**src/rtl/acl_pkg.sv**
```systemverilog
// Shared constants, state encodings and the X-sample to tilt conversion
// for the ADXL362 SPI reader.
package acl_pkg;

  localparam logic [7:0] CMD_WRITE     = 8'h0A;
  localparam logic [7:0] CMD_READ      = 8'h0B;
  localparam logic [7:0] REG_POWER_CTL = 8'h2D;
  localparam logic [7:0] REG_XDATA_L   = 8'h0E;
  localparam logic [7:0] PWR_MEASURE   = 8'h02;

  typedef enum logic [2:0] {
    ST_BOOT,
    ST_CFG,
    ST_IDLE,
    ST_READ,
    ST_UPDATE
  } acl_state_e;

  typedef enum logic [2:0] {
    EN_IDLE,
    EN_SETUP,
    EN_HIGH,
    EN_LOW,
    EN_HOLD,
    EN_GAP
  } eng_state_e;

  // x12 is the raw two's-complement sample; result is clamped to 0..1023.
  function automatic logic [9:0] x_to_tilt(input logic [11:0] x12, input int shift,
                                           input int center);
    logic signed [12:0] xs;
    logic signed [12:0] s;
    xs = signed'({x12[11], x12});
    xs = xs >>> shift;
    s  = xs + 13'(center);
    if (s[12]) begin
      return 10'd0;
    end else if (s > 13'sd1023) begin
      return 10'd1023;
    end else begin
      return s[9:0];
    end
  endfunction

endpackage

```
**src/rtl/acl_spi_byte_engine.sv**
```systemverilog
// Mode-0 SPI byte engine: frames 1..4 bytes under one cs_n assertion and
// enforces the cs_n setup/hold and inter-transaction gap.
module acl_spi_byte_engine
  import acl_pkg::*;
#(
  parameter int HALF = 50
) (
  input  logic        clk,
  input  logic        rst,
  input  logic        start,
  input  logic [2:0]  nbytes,
  input  logic [7:0]  tx_byte,
  output logic [1:0]  req_idx,
  output logic [15:0] rx_data,
  output logic        done,
  output logic        ready,
  input  logic        spi_miso,
  output logic        spi_sclk,
  output logic        spi_mosi,
  output logic        spi_cs_n
);

  localparam int CW = $clog2(2 * HALF + 1);
  localparam logic [CW-1:0] HALF_END = CW'(HALF - 1);
  localparam logic [CW-1:0] GAP_END  = CW'(2 * HALF - 1);

  eng_state_e  st_q, st_d;
  logic [CW-1:0] cnt_q, cnt_d;
  logic [2:0]  bit_q, bit_d;
  logic [1:0]  idx_q, idx_d;
  logic [2:0]  nb_q, nb_d;
  logic [7:0]  sh_q, sh_d;
  logic [15:0] rx_q, rx_d;
  logic        sclk_q, sclk_d;
  logic        cs_n_q, cs_n_d;
  logic        mosi_q, mosi_d;

  logic half_end, gap_end, last_byte;

  assign half_end  = (cnt_q == HALF_END);
  assign gap_end   = (cnt_q == GAP_END);
  assign last_byte = ({1'b0, idx_q} == (nb_q - 3'd1));

  always_ff @(posedge clk) begin
    if (rst) begin
      st_q   <= EN_IDLE;
      cnt_q  <= '0;
      bit_q  <= '0;
      idx_q  <= '0;
      nb_q   <= '0;
      sh_q   <= '0;
      rx_q   <= '0;
      sclk_q <= 1'b0;
      cs_n_q <= 1'b1;
      mosi_q <= 1'b0;
    end else begin
      st_q   <= st_d;
      cnt_q  <= cnt_d;
      bit_q  <= bit_d;
      idx_q  <= idx_d;
      nb_q   <= nb_d;
      sh_q   <= sh_d;
      rx_q   <= rx_d;
      sclk_q <= sclk_d;
      cs_n_q <= cs_n_d;
      mosi_q <= mosi_d;
    end
  end

  always_comb begin
    st_d = st_q;
    case (st_q)
      EN_IDLE:           if (start) st_d = EN_SETUP;
      EN_SETUP, EN_LOW:  if (half_end) st_d = EN_HIGH;
      EN_HIGH:           if (half_end) st_d = (bit_q == 3'd7 && last_byte) ? EN_HOLD : EN_LOW;
      EN_HOLD:           if (half_end) st_d = EN_GAP;
      EN_GAP:            if (gap_end) st_d = EN_IDLE;
      default:           st_d = EN_IDLE;
    endcase
  end

  // Rising edge samples MISO; falling edge presents the next MOSI bit.
  always_comb begin
    cnt_d  = cnt_q;
    bit_d  = bit_q;
    idx_d  = idx_q;
    nb_d   = nb_q;
    sh_d   = sh_q;
    rx_d   = rx_q;
    sclk_d = sclk_q;
    cs_n_d = cs_n_q;
    mosi_d = mosi_q;
    done   = 1'b0;
    case (st_q)
      EN_IDLE: begin
        cnt_d = '0;
        if (start) begin
          cs_n_d = 1'b0;
          sh_d   = tx_byte;
          mosi_d = tx_byte[7];
          bit_d  = '0;
          idx_d  = '0;
          nb_d   = nbytes;
          rx_d   = '0;
        end
      end
      EN_SETUP, EN_LOW: begin
        cnt_d = cnt_q + CW'(1);
        if (half_end) begin
          cnt_d  = '0;
          sclk_d = 1'b1;
          rx_d   = {rx_q[14:0], spi_miso};
        end
      end
      EN_HIGH: begin
        cnt_d = cnt_q + CW'(1);
        if (half_end) begin
          cnt_d  = '0;
          sclk_d = 1'b0;
          if (bit_q == 3'd7) begin
            if (last_byte) begin
              mosi_d = 1'b0;
            end else begin
              idx_d  = idx_q + 2'd1;
              sh_d   = tx_byte;
              mosi_d = tx_byte[7];
              bit_d  = '0;
            end
          end else begin
            bit_d  = bit_q + 3'd1;
            sh_d   = {sh_q[6:0], 1'b0};
            mosi_d = sh_q[6];
          end
        end
      end
      EN_HOLD: begin
        cnt_d = cnt_q + CW'(1);
        if (half_end) begin
          cnt_d  = '0;
          cs_n_d = 1'b1;
          done   = 1'b1;
        end
      end
      EN_GAP: begin
        cnt_d = gap_end ? '0 : cnt_q + CW'(1);
      end
      default: cnt_d = '0;
    endcase
  end

  assign req_idx  = (st_q == EN_IDLE) ? 2'd0 : idx_q + 2'd1;
  assign rx_data  = rx_q;
  assign ready    = (st_q == EN_IDLE);
  assign spi_sclk = sclk_q;
  assign spi_cs_n = cs_n_q;
  assign spi_mosi = mosi_q;

endmodule

```
**src/rtl/acl_spi_reader.sv**
```systemverilog
// ADXL362 reader: powers the sensor into measurement mode, then polls XDATA
// at a fixed rate and publishes a clamped 10-bit tilt value.
module acl_spi_reader
  import acl_pkg::*;
#(
  parameter int CLK_HZ        = 100_000_000,
  parameter int SCLK_HZ       = 1_000_000,
  parameter int BOOT_CYCLES   = 500_000,
  parameter int SAMPLE_CYCLES = 1_000_000,
  parameter int CENTER        = 314,
  parameter int SHIFT         = 2
) (
  input  logic       clk,
  input  logic       rst,
  input  logic       spi_miso,
  output logic       spi_sclk,
  output logic       spi_mosi,
  output logic       spi_cs_n,
  output logic [9:0] acl_out,
  output logic       acl_valid,
  output logic       init_done
);

  localparam int HALF = CLK_HZ / (2 * SCLK_HZ);
  localparam int BW   = $clog2(BOOT_CYCLES + 1);
  localparam int TW   = $clog2(SAMPLE_CYCLES + 1);

  acl_state_e  state_q, state_d;
  logic [BW-1:0] boot_q, boot_d;
  logic [TW-1:0] timer_q, timer_d;
  logic        pend_q, pend_d;
  logic        init_done_q, init_done_d;
  logic [9:0]  acl_out_q, acl_out_d;

  logic        eng_start, eng_done, eng_ready;
  logic [2:0]  eng_nbytes;
  logic [7:0]  eng_tx;
  logic [1:0]  eng_req_idx;
  logic [15:0] eng_rx;
  logic        unused_rx_hi;

  logic boot_end, wrap, launch, cfg_sel;

  assign boot_end = (boot_q == BW'(BOOT_CYCLES - 1));
  assign wrap     = init_done_q && (timer_q == TW'(SAMPLE_CYCLES - 1));
  // A wrap that lands while a read is still running is remembered in pend_q.
  assign launch   = (state_q == ST_IDLE) && (wrap || pend_q) && eng_ready;
  assign cfg_sel  = (state_q == ST_BOOT) || (state_q == ST_CFG);
  assign unused_rx_hi = ^eng_rx[7:4];

  always_ff @(posedge clk) begin
    if (rst) begin
      state_q     <= ST_BOOT;
      boot_q      <= '0;
      timer_q     <= '0;
      pend_q      <= 1'b0;
      init_done_q <= 1'b0;
      acl_out_q   <= 10'(CENTER);
    end else begin
      state_q     <= state_d;
      boot_q      <= boot_d;
      timer_q     <= timer_d;
      pend_q      <= pend_d;
      init_done_q <= init_done_d;
      acl_out_q   <= acl_out_d;
    end
  end

  always_comb begin
    state_d = state_q;
    case (state_q)
      ST_BOOT:   if (boot_end) state_d = ST_CFG;
      ST_CFG:    if (eng_done) state_d = ST_IDLE;
      ST_IDLE:   if (launch) state_d = ST_READ;
      ST_READ:   if (eng_done) state_d = ST_UPDATE;
      ST_UPDATE: state_d = ST_IDLE;
      default:   state_d = ST_BOOT;
    endcase
  end

  always_comb begin
    eng_start  = ((state_q == ST_BOOT) && boot_end) || launch;
    eng_nbytes = (state_q == ST_BOOT) ? 3'd3 : 3'd4;
    acl_valid  = (state_q == ST_UPDATE);
  end

  always_comb begin
    boot_d      = (state_q == ST_BOOT && !boot_end) ? boot_q + BW'(1) : boot_q;
    init_done_d = init_done_q | ((state_q == ST_CFG) && eng_done);
    pend_d      = launch ? 1'b0 : (pend_q | wrap);
    if ((state_q == ST_CFG) && eng_done) begin
      timer_d = '0;
    end else if (init_done_q) begin
      timer_d = wrap ? '0 : timer_q + TW'(1);
    end else begin
      timer_d = timer_q;
    end
    // rx holds {XDATA_L, XDATA_H} once the last read byte has shifted in.
    if ((state_q == ST_READ) && eng_done) begin
      acl_out_d = x_to_tilt({eng_rx[3:0], eng_rx[15:8]}, SHIFT, CENTER);
    end else begin
      acl_out_d = acl_out_q;
    end
  end

  always_comb begin
    case (eng_req_idx)
      2'd0:    eng_tx = cfg_sel ? CMD_WRITE : CMD_READ;
      2'd1:    eng_tx = cfg_sel ? REG_POWER_CTL : REG_XDATA_L;
      2'd2:    eng_tx = cfg_sel ? PWR_MEASURE : 8'h00;
      default: eng_tx = 8'h00;
    endcase
  end

  acl_spi_byte_engine #(
    .HALF(HALF)
  ) u_engine (
    .clk      (clk),
    .rst      (rst),
    .start    (eng_start),
    .nbytes   (eng_nbytes),
    .tx_byte  (eng_tx),
    .req_idx  (eng_req_idx),
    .rx_data  (eng_rx),
    .done     (eng_done),
    .ready    (eng_ready),
    .spi_miso (spi_miso),
    .spi_sclk (spi_sclk),
    .spi_mosi (spi_mosi),
    .spi_cs_n (spi_cs_n)
  );

  assign acl_out   = acl_out_q;
  assign init_done = init_done_q;

endmodule
```
**config.mk**
```make
export PLATFORM = sky130hd
export DESIGN_NAME = acl_spi_reader
export DESIGN_NICKNAME = d
export VERILOG_FILES = /design/src/rtl/acl_pkg.sv /design/src/rtl/acl_spi_byte_engine.sv /design/src/rtl/acl_spi_reader.sv
export SDC_FILE = /design/constraint.sdc
export NUM_CORES = 1
export LEC_CHECK = 0
export BUFFER_PORTS_ARGS = -buffer_cell sky130_fd_sc_hd__buf_4
export CORE_MARGIN = 3
export CORE_UTILIZATION = 40
export DETAILED_ROUTE_END_ITERATION = 12
export GPL_TIMING_DRIVEN = 0
export PLACE_DENSITY_LB_ADDON = 0.15
export SLEW_MARGIN = 0
export SYNTH_ARGS = -nofsm -noshare
export SYNTH_HDL_FRONTEND = slang
export SYNTH_HIERARCHICAL = 1
export SYNTH_SLANG_ARGS = --single-unit
```
**constraint.sdc**
```tcl
create_clock -name clk -period 4.2 [get_ports clk]
set_input_delay 0.21 -clock clk [delete_from_list [all_inputs] [get_ports clk]]
set_output_delay 0.21 -clock clk [all_outputs]
set_load 0.03 [all_outputs]
```
## Word-level counts from Yosys, hierarchy flattened

Index checks and enable logic that the tools add are counted.

| word-level totals | value |
|---|---|
| flip-flop bits (word level) | 98 |
| input bits | 3 |
| output and inout bits | 15 |
| word-level logic and storage cells | 140 |

| cells by class | value |
|---|---|
| add/sub/neg operators | 7 |
| magnitude comparators | 1 |
| eq/ne operators | 29 |
| mux-type cells | 53 |
| bitwise operators | 2 |
| reduce and logical (&&, ||, !) cells | 32 |

Operators by type and width:

| operator | number |
|---|---|
| 3-bit two-way mux | 15 |
| 7-bit two-way mux | 6 |
| 16-bit two-way mux | 2 |
| 16-bit one-hot mux with 2 select lines | 1 |
| 3-bit one-hot mux with 5 select lines | 2 |
| 7-bit one-hot mux with 2 select lines | 2 |
| 20-bit by 1-bit adder with 20-bit output, second input constant | 1 |
| 20-bit equality test, second input constant | 1 |
| 10-bit two-way mux | 2 |
| 20-bit two-way mux | 1 |
| 19-bit by 1-bit adder with 19-bit output, second input constant | 1 |
| 19-bit equality test, second input constant | 1 |
| 6-bit one-hot mux with 3 select lines | 1 |
| 3-bit by 2-bit equality test with 1-bit output, second input constant | 4 |
| 3-bit equality test, second input constant | 4 |
| 2-bit two-way mux | 6 |
| 2-bit != test, second input constant | 6 |
| 3-bit AND reduction | 4 |
| 10-bit by 10-bit adder with 11-bit output, second input constant | 1 |
| 11-bit > comparator, second input constant | 1 |
| 2-bit by 1-bit != test with 1-bit output, second input constant | 5 |
| 5-bit AND reduction | 2 |
| 1-bit two-way mux | 9 |
| 1-bit logical AND | 8 |
| other kinds (25) | 38 |

## Logic depth before layout (Yosys ltp)

| depth | value |
|---|---|
| word-level depth | 8 |
| gate-level depth with buffers | 12 |
| depth with buffers taken out | 9 |

## Modules after synthesis

Netlist, hierarchy kept.

By module, submodules not included:

| module | times used | cells an instance | area an instance (um2) | seq. area each (um2) |
|---|---|---|---|---|
| acl_spi_reader | 1 | 336 | 2860.2 | 1081.0 |
| acl_spi_byte_engine | 1 | 259 | 2260.9 | 880.8 |

## Least setup slack after synthesis

Ideal clock, no wire load.

| timing | value |
|---|---|
| path kind | reg-to-reg |
| start point | reg boot_q[5] |
| end point | reg u_engine.rx_q[10] (netlist: u_engine/rx_data[10]) |
| setup time | 0.070 ns |
| data arrival time | 2.707 ns |
| data required time | 4.130 ns |
| path slack | 1.422 ns |
| stages on the path, launching flop included | 11 |
| buffers on the path | 2 |
| cell sequence | dfxtp_1 or4_4 nor4_4 buf_6 nand3_1 nand2_1 nor4b_4 a31o_2 buf_2 nand3_1 a21oi_1 |

| between the ends | value |
|---|---|
| longest elaborated chain between the ends | 5 |

RTL lines:

| element | RTL line | RTL |
|---|---|---|
| start, declared | acl_spi_reader.sv:29 | `logic [BW-1:0] boot_q, boot_d;` |
| start signal, assigned | acl_spi_reader.sv:61 | `boot_q <= boot_d;` |
| 19-bit equality test | acl_spi_reader.sv:44 | `assign boot_end = (boot_q == BW'(BOOT_CYCLES - 1));` |
| 1-bit logical AND | acl_spi_reader.sv:82 | `eng_start = ((state_q == ST_BOOT) && boot_end) \|\| launch;` |
| 1-bit logical OR | acl_spi_reader.sv:82 |  |
| net eng_start | acl_spi_reader.sv:35 | `logic eng_start, eng_done, eng_ready;` |
| 2-bit != test (no source line) | n/a |  |
| 3-bit AND reduction (no source line) | n/a |  |
| end signal, assigned | acl_spi_byte_engine.sv:63 | `rx_q <= rx_d;` |
| end, declared | acl_spi_byte_engine.sv:33 | `logic [15:0] rx_q, rx_d;` |

The timed path passes the listed nets, and every way through them passes these cells.
A chain may end at the register's enable or synchronous reset.

## Worst setup path after layout

| timing | value |
|---|---|
| start point | reg u_engine.st_q[2] |
| end point | reg u_engine.rx_q[12] (netlist: u_engine/rx_data[12]) |

| between the ends | value |
|---|---|
| longest elaborated chain between the ends | 5 |
| elaborated cells between the ends (all ways) | 11 |
| those cells by class | eq/ne (4); mux (1); reduce/logical (6) |

RTL lines:

| element | RTL line | RTL |
|---|---|---|
| start, declared | acl_spi_byte_engine.sv:27 | `eng_state_e st_q, st_d;` |
| start signal, assigned | acl_spi_byte_engine.sv:57 | `st_q <= st_d;` |
| 3-bit zero test | acl_spi_byte_engine.sv:153 | `assign ready = (st_q == EN_IDLE);` |
| net eng_ready | acl_spi_reader.sv:35 |  |
| 1-bit logical AND | acl_spi_reader.sv:47 | `assign launch = (state_q == ST_IDLE) && (wrap \|\| pend_q) && eng_ready;` |
| 1-bit logical OR | acl_spi_reader.sv:82 |  |
| net eng_start | acl_spi_reader.sv:35 |  |
| 2-bit != test (no source line) | n/a |  |
| 3-bit AND reduction (no source line) | n/a |  |

The timed path passes the listed nets, and every way through them passes these cells.

==> out/results.txt <==
status: finished clean
Top Ports: 18
count leader, synth: dfxtp_1
max-cap check violation count: 0
CP peak stage delay: 510 ps
pre-CTS setup slack: 705.3 ps
min setup slack post-route: 714.5 ps
largest net degree at the start of global routing: 16
Synth top area share: 38.31%
area leader, netlist: dfxtp_1
PostCTS Resize Cnt: 0
RSZ-0062 raised after global routing: no
vias in the first global route: 4030
routed vias: 4314
CTS Root Cell: clkbuf_16
Critical Path Most Common Cell: nand3_1
setup TNS: 0 ps
ANT nets after route: 0
clk slew on worst S/H paths: 60 ps
antenna fix cells: 0
Crit Path Max Fanout: 10
detailed placer's ending HPWL: 7882 µm
hold buffers post-CTS: 0
syn_area_per_cell: 8.607 µm²
CTS sink count: 98
required time of the critical path: 4480 ps
Via-to-Cell Ratio: 5.413
layout cell share with drive strength beyond 1: 13.83%
type of the worst setup path: flip-flop to flip-flop
WL per Instance: 13.99 µm
Synth area leaders: dfxtp_1 38%, a21oi_1 5.6%, nor2_1 4.0%, nand3_1 3.9%, nand2_1 3.7%
CP arrival: 3760 ps
Lkg Pwr: 1.998 nW
Synth top cells by count: 98 x dfxtp_1, 57 x a21oi_1, 54 x nor2_1
Final Hold Fails: 0
final setup violation count: 0
Clock Skew: 5.896 ps
synthesized cell area: 0.005121 mm²
Port-buffer cells: 17
Unique masters post-synth: 79
postcts setup bufs: 0
dominant synthesized flop cell: dfxtp_1
Syn Inst Count: 595
core area: 0.01226 mm²
Tcrit/Tclk final: 82.99%
CTS Buffer Depth: 2
CP cell instances: clkbuf_2 > clkbuf_1 > nor3_1 > nor4bb_1 > nand3_1 > o21a_1 > nand2_1 > nor4b_4 > a31o_2 > buf_2 > nand3_1 > a21oi_1
hold_ws: 138.0 ps
Die Ht: 119.2 µm
EDFF count, synth: 0
Residual DRC: 0
first-pass GRT wire length: 19160 µm
register area: 0.001962 mm²
Tmin final: 3486 ps
clk_lat worst skew: 350 ps
Worst slew margin: 43.78%
Critical-path top delay cell: nor4b_4
synthesis-to-layout area growth: 12.51%
floorplan row count: 40
Seq/Total Area, Yosys: 38.31%
type of destination of the critical path: flip-flop
Least-Margin Pin Slew: 822.1 ps
number of fill cells in the layout: 1243
Cell Pwr Density: 317.7 mW/mm²
GRT Total Usage: 16.36%
nets: 637
Slew Viols, Final: 0
DR iter-0 viols: 245
GRT overflow: 0
first-pass iteration count of the detailed router: 4
final WL: 11150 µm
antenna violations before repair: 0
Initial Utilization: 41.77%
DIE AREA: 0.01420 mm²
TritonCTS clock tree: built
TritonCTS buffer count: 9
area of the multi-input gates: 0.002917 mm²
flops & latches, synth: 98
Reg2Reg Setup Slack: 710 ps
asr flop ratio synth: 0%
fmax: 286.9 MHz
warnings from Yosys: 6
gpl congestion: 0.8030
H-Tree Depth: 3
final core occ: 46.99%
Peak VDD IR: 0.2084 mV
Die Span X: 119.2 µm
Startpoint Class: flip-flop
Tightest Hold Check Type: input pin to flip-flop
==> routing by layer <==
metal / global-route usage (%) / vias up / wire length [µm]
met5: 0 / - / 0
met4: 5.720 / 0 / 132
met3: 3.466 / 10 / 314
met2: 27.94 / 56 / 5442
met1: 20.36 / 2064 / 5261
li1: - / 2184 / -
==> placed cells by master, fill, tap and decap left out, types with 4 or more instances in the layout <==
master      n
nor3_1     13
o21ai_0    14
a31oi_1     6
xor2_1     12
a211oi_1    5
o31ai_1     8
nor2_1     54
ha_1        9
buf_2       7
buf_4      18
nand2_1    50
mux2i_1    13
nand2b_1   14
a21oi_1    57
clkbuf_16   9
nor2b_1    14
mux2_2     14
or3_1       5
nand3b_1    7
or4_1       7
dfxtp_1    98
inv_1      15
and3_1      4
and2b_1     5
nor4b_1     4
clkbuf_1   18
nand4_1    10
nand3_1    40
xnor2_1    14
==> registers in the layout, indices dropped and copies added (netlist names) <==
signal	count
timer_q	20
u_engine/sh_q	7
u_engine/rx_data	16
u_engine/bit_q	3
state_q	3
u_engine/nb_q	3
u_engine/spi_sclk	1
u_engine/spi_mosi	1
u_engine/idx_q	2
acl_out	10
init_done	1
u_engine/spi_cs_n	1
boot_q	19
u_engine/st_q	3
u_engine/cnt_q	7
pend_q	1
==> final cells by class <==
class / instances / area share (%)
Buffer: 33 / 3.301
Clock buffer: 11 / 4.213
Clock inverter: 4 / 0.9121
Inverter: 16 / 1.042
Multi-Input combinational cell: 450 / 50.62
Sequential cell: 98 / 34.05
Tap cell: 168 / 3.648
Timing Repair Buffer: 17 / 2.215
==> where the power goes <==
group	internal [mW]	total (mW)	leakage, nW	switching [mW]
clock	0.475	0.831	0.134	0.356
combinational	0.0243	0.0623	1.07	0.0380
sequential	0.934	0.938	0.790	0.00366
total	1.43	1.83	2.00	0.397
==> final timing paths <==
| path | startpoint | endpoint | cells past startpoint |
|---|---|---|---|
| setup / recovery | u_engine/st_q[2] | u_engine/rx_data[12] | 12 |
| hold / removal | spi_miso | u_engine/rx_data[0] | 3 |
| hold reg to reg | u_engine/rx_data[7] | u_engine/rx_data[7] | 2 |
| setup reg to reg | u_engine/st_q[2] | u_engine/rx_data[12] | 12 |
==> logic make-up (layout without fill, tap and decap cells) <==
kind of cell	after synthesis	after routing	synth area share (%)
AO/OA/AOI/OAI	120	120	14.81
XOR/XNOR	26	26	4.447
adder cells (fa/ha/maj)	9	9	2.199
buffers and inverters	49	81	4.886
flip-flops	98	98	38.31
multiplexers	29	29	6.206
other	1	3	0.07323
AND/OR/NAND/NOR	263	263	29.07
==> stage by stage <==
stage          area, µm²  instances  power, mW
5_1_grt             5762        797      1.897
2_1_floorplan       5129        597      1.004
3_3_place_gp        5466        782      1.019
3_5_place_dp        5466        782      1.022
6_report            5762        797      1.830
4_1_cts             5762        797      1.856
==> worst max-delay path, delay by kind of cell, from the launching register on <==
kind	cells	cell delay, ps
DFF	1	300
buffers and inverters	3	670
and+or+nand+nor	6	1790
AOI/OAI and AO/OA	3	640
Note: power is estimated with default switching activity, not from simulation.
